File: config.mk
export PLATFORM = sky130hd
export DESIGN_NAME = store_narrow_buffer
export DESIGN_NICKNAME = d
export VERILOG_FILES = /design/src/rtl/store_pkg.sv /design/src/rtl/store_lane_align.sv /design/src/rtl/store_narrow_buffer.sv
export SDC_FILE = /design/constraint.sdc
export NUM_CORES = 1
export LEC_CHECK = 0
export CORE_MARGIN = 2
export CORE_UTILIZATION = 40
export CTS_CLUSTER_SIZE = 16
export DETAILED_ROUTE_END_ITERATION = 10
export GPL_TIMING_DRIVEN = 0
export SYNTH_ARGS = -nofsm -noshare
export SYNTH_HDL_FRONTEND = slang
export SYNTH_SLANG_ARGS = --single-unit
File: constraint.sdc
create_clock -name clk -period 12.2 [get_ports clk]
set_clock_uncertainty 0.15 [all_clocks]
set_input_delay 1.83 -clock clk [delete_from_list [all_inputs] [get_ports clk]]
set_output_delay 1.83 -clock clk [all_outputs]
set_load 0.1 [all_outputs]
File: src/rtl/store_pkg.sv
// Shared definitions for the store narrowing buffer: size codes and the per-entry lane payload.
// Combinational definitions only; no latency or backpressure of its own.
// Each FIFO entry holds a word address plus the lane payload below.
package store_pkg;

  localparam logic [1:0] SZ_BYTE = 2'b00;
  localparam logic [1:0] SZ_HALF = 2'b01;
  localparam logic [1:0] SZ_WORD = 2'b10;

  localparam int LANE_W = 36;

  typedef struct packed {
    logic [31:0] wdata;
    logic [3:0]  be;
  } lane_t;

  function automatic int entry_w(input int aw);
    return aw + LANE_W;
  endfunction

endpackage

File: src/rtl/store_lane_align.sv
// Narrows register store data to replicated byte lanes and builds byte enables.
// Purely combinational, zero latency.
// No backpressure; the enclosing buffer decides when the result is used.
module store_lane_align
  import store_pkg::*;
(
  input  logic [1:0]  i_addr_lo,
  input  logic [1:0]  i_size,
  input  logic [31:0] i_data,
  output lane_t       o_lane,
  output logic        o_misaligned
);

  always_comb begin
    o_lane.wdata = i_data;
    o_lane.be    = 4'b1111;
    o_misaligned = 1'b0;
    case (i_size)
      SZ_BYTE: begin
        o_lane.wdata = {4{i_data[7:0]}};
        o_lane.be    = 4'b0001 << i_addr_lo;
      end
      SZ_HALF: begin
        o_lane.wdata = {2{i_data[15:0]}};
        o_lane.be    = i_addr_lo[1] ? 4'b1100 : 4'b0011;
        o_misaligned = i_addr_lo[0];
      end
      // Size code 11 behaves exactly like a word store.
      default: begin
        o_misaligned = (i_addr_lo != 2'b00);
      end
    endcase
  end

endmodule

File: src/rtl/store_narrow_buffer.sv
// Store buffer: narrows SB/SH/SW at push time and queues entries for the data-memory port.
// Latency: an accepted store is visible on mem_* one cycle later at the earliest.
// Backpressure: in_ready = !full (no same-cycle bypass); head holds while mem_ready is low. Option: STORE_MISALIGN_TRAP_EN.
module store_narrow_buffer
  import store_pkg::*;
#(
  parameter int DEPTH = 4,
  parameter int AW    = 32
) (
  input  logic                     clk,
  input  logic                     rst,
  input  logic                     in_valid,
  output logic                     in_ready,
  input  logic [AW-1:0]            in_addr,
  input  logic [31:0]              in_data,
  input  logic [1:0]               in_size,
  output logic                     mem_valid,
  input  logic                     mem_ready,
  output logic [AW-1:0]            mem_addr,
  output logic [31:0]              mem_wdata,
  output logic [3:0]               mem_be,
`ifdef STORE_MISALIGN_TRAP_EN
  output logic                     misalign_err,
`endif
  output logic [$clog2(DEPTH):0]   count
);

  localparam int PW = $clog2(DEPTH);
  localparam int CW = PW + 1;
  localparam logic [CW-1:0] FULL_CNT = CW'(DEPTH);

  logic [PW-1:0] r_wr_ptr;
  logic [PW-1:0] r_rd_ptr;
  logic [CW-1:0] r_count;

  logic [AW-1:2] r_addr_mem [DEPTH];
  lane_t         r_lane_mem [DEPTH];

  lane_t w_lane;
  logic  w_misaligned;
  logic  w_accept;
  logic  w_push;
  logic  w_pop;

  store_lane_align u_align (
    .i_addr_lo    (in_addr[1:0]),
    .i_size       (in_size),
    .i_data       (in_data),
    .o_lane       (w_lane),
    .o_misaligned (w_misaligned)
  );

  assign in_ready  = (r_count != FULL_CNT);
  assign mem_valid = (r_count != '0);
  assign w_accept  = in_valid && in_ready;
  assign w_pop     = mem_valid && mem_ready;

`ifdef STORE_MISALIGN_TRAP_EN
  logic r_misalign_err;

  // Misaligned requests are consumed by the handshake but never stored.
  assign w_push       = w_accept && !w_misaligned;
  assign misalign_err = r_misalign_err;

  always_ff @(posedge clk) begin
    if (rst) begin
      r_misalign_err <= 1'b0;
    end else begin
      r_misalign_err <= w_accept && w_misaligned;
    end
  end
`else
  logic w_unused_misaligned;

  assign w_push              = w_accept;
  assign w_unused_misaligned = w_misaligned;
`endif

  always_ff @(posedge clk) begin
    if (rst) begin
      r_wr_ptr <= '0;
      r_rd_ptr <= '0;
      r_count  <= '0;
    end else begin
      if (w_push) begin
        r_wr_ptr <= r_wr_ptr + PW'(1);
      end
      if (w_pop) begin
        r_rd_ptr <= r_rd_ptr + PW'(1);
      end
      case ({w_push, w_pop})
        2'b10:   r_count <= r_count + CW'(1);
        2'b01:   r_count <= r_count - CW'(1);
        default: r_count <= r_count;
      endcase
    end
  end

  // Storage needs no reset: occupancy alone decides what is visible.
  always_ff @(posedge clk) begin
    if (!rst && w_push) begin
      r_addr_mem[r_wr_ptr] <= in_addr[AW-1:2];
      r_lane_mem[r_wr_ptr] <= w_lane;
    end
  end

  assign mem_addr  = mem_valid ? {r_addr_mem[r_rd_ptr], 2'b00} : '0;
  assign mem_wdata = mem_valid ? r_lane_mem[r_rd_ptr].wdata : 32'h0;
  assign mem_be    = mem_valid ? r_lane_mem[r_rd_ptr].be : 4'h0;
  assign count     = r_count;

endmodule
==> impl_metrics.ini <==
[worst_setup_path]
crit_arrival_ns = 3.51
cpMaxStageDelayCell = clkdlybuf4s50_1
cp_max_fo = 10
cp_cell_sequence = or3_4 -> clkbuf_1 -> clkbuf_1 -> and2_1 -> clkdlybuf4s50_1
r2r_setup_slack_ns = 9.43
worst_setup_path_start_kind = flop
crit_path_end_kind = primary output
cp-startpoint = count[1]
cp.required_ns = 10.22
path_class = reg -> out
cpMostUsedCell = clkbuf_1
worstReg2RegStart = count[1]
cpPeakStageDelay_ns = 1.14

[global_routing]
grt_overflow_total = 0
first_global_vias = 5958
grt_pass1_wl_um = 34800
grt_antenna_before_repair = 1
track_usage = 0.162
grt_start_max_net_pins = 15

[layout]
final_core_util = 0.516
layout-drive-gt1-share = 0.224
area_growth_pct = 27.5
fin_nets = 801
final_cell_mix = 264 x edfxtp_1, 140 x clkdlybuf4s50_1, 67 x and2_1
diodes = 0
final_common_cell = edfxtp_1

[die]
die_w_um = 169
start_util = 0.405
die_area_mm2 = 0.0285
fp.coreArea_mm2 = 0.0268
fp.dieH_um = 169
boundaryPins = 143
rows = 60

[placed_design]
port_buffers = 140
place_ws_ns = 7.22
place_congestion = 0.735
place_hpwl_um = 16200

[drt]
wl_um = 23100
highest_layer = met5
dr_total_vias = 5603
drtIter0Drc = 364
postRouteAntennaNets = 0
met1_length_um = 9860
drc = 0
vias_per_cell = 5.17
wl_per_cell_um = 21.3
firstDrtPassIters = 5
wl_met3_um = 1100
wl_met2_um = 11700

[timing]
max_freq_mhz = 182
drv_slew = 0
slew_headroom = 0.282
rsz0062_at_grt = false
final.period_utilization = 0.450
finalHoldViolations = 0
setup-tns-final_ns = 0
tightest_slew_ns = 1.07
final-setup-viol-count = 0
finalCriticalPeriod_ns = 5.49
setup_ws_ns = 6.71

[logic_synthesis]
synth_edf_count = 264
yosysSeqAreaShare = 0.747
ys_ff_latch = 273
synthesis.area_mm2 = 0.0109
async_flop_share = 0
yosysUniqueCellTypes = 30
synth_cells = 525
yosys_warnings = 0
ys.flop_type = edfxtp_1
syn-mean-instance-area_um2 = 20.7

[clocking]
postCtsSetupBuffers = 0
clock-sinks = 273
hold_buffers = 0
cts_root_buf = clkbuf_16
clkTransAtPathRegs_ns = 0.06
cts_resized = 0
cts_tree = done
clkLatencyLatePin_ns = 0.53
htree_levels = 1
cts_buffer_depth = 3
cts_buffers = 29

[job]
drv_cap = 0

[hold_path]
min_from = r_rd_ptr[0]
hp-class = reg -> reg

[outcome]
status = finished clean
-- state kept, by name, indices dropped and copies added, names as in the netlist, named ones only --
name	count
r_lane_mem	144
r_addr_mem	120
count	3
r_rd_ptr	2
r_wr_ptr	2
-- through the flow --
stage                     instances  hold slack, ns  cell area (um2)
after floorplan                 526           0.327            10900
after global placement         1007           0.343            12700
after detailed placement       1035           0.374            13000
after CTS                      1083           0.386            13800
after global routing           1083           0.397            13800
final                          1083           0.384            13800
-- synthesized netlist by cell type, drive strengths merged, types with 3 or more instances --
| library cell | n | area share |
|---|---|---|
| nor3b | 4 | 0.0028 |
| mux4 | 66 | 0.14 |
| o21ai | 11 | 0.0051 |
| nor2 | 9 | 0.0031 |
| mux2i | 9 | 0.0083 |
| nand2 | 8 | 0.0028 |
| clkbuf | 14 | 0.0048 |
| inv | 7 | 0.0024 |
| mux2 | 17 | 0.018 |
| nand2b | 3 | 0.0017 |
| ha | 5 | 0.0058 |
| xor2 | 3 | 0.0024 |
| o21bai | 4 | 0.0028 |
| buf | 14 | 0.0098 |
| and2 | 68 | 0.039 |
| dfxtp | 9 | 0.017 |
| edfxtp | 264 | 0.73 |
-- per-layer routing --
| layer | GRT usage | vias to the layer above |
|---|---|---|
| li1 | - | 2502 |
| met2 | 0.285 | 167 |
| met4 | 0.0352 | 2 |
| met3 | 0.0274 | 36 |
| met5 | 0 | - |
| met1 | 0.214 | 2896 |
-- critical path, delay by kind of cell (launching register included) --
family	cells	cell delay (ns)
buf+inv	3	2.04
simple gates	2	0.49
flops	1	0.44
-- worst paths after layout --
check,depth (start not counted),endpoint
worst max-delay path,5,mem_wdata[15]
worst min-delay path,2,r_rd_ptr[0]
worst min register to register,2,r_rd_ptr[0]
worst max register to register,7,r_lane_mem[3][21]
-- logic make-up (layout without fill, tap and decap cells) --
group | after synthesis | in the layout | synth area share
xor gates and xnor gates | 3 | 3 | 0.00242
DFF | 273 | 273 | 0.747
muxes | 92 | 92 | 0.163
and+or+nand+nor | 97 | 97 | 0.0533
adders and majority gates | 6 | 6 | 0.00761
AOI/OAI and AO/OA | 18 | 18 | 0.00957
buffers and inverters | 35 | 251 | 0.0171
other | 1 | 2 | 0.000345
-- layout make-up --
cell class / count / area [um2]
fill: 2157 / 13000
sequential: 273 / 8110
multi-input combinational: 218 / 2590
timing repair buffer: 168 / 1720
clock buffer: 36 / 752
tap: 341 / 427
buffer: 28 / 159
clock inverter: 12 / 60.1
inverter: 7 / 26.3
Power is left out: the tool's default activity adds up to more than one toggle a clock period on the data nets, which glitch-free logic cannot reach.
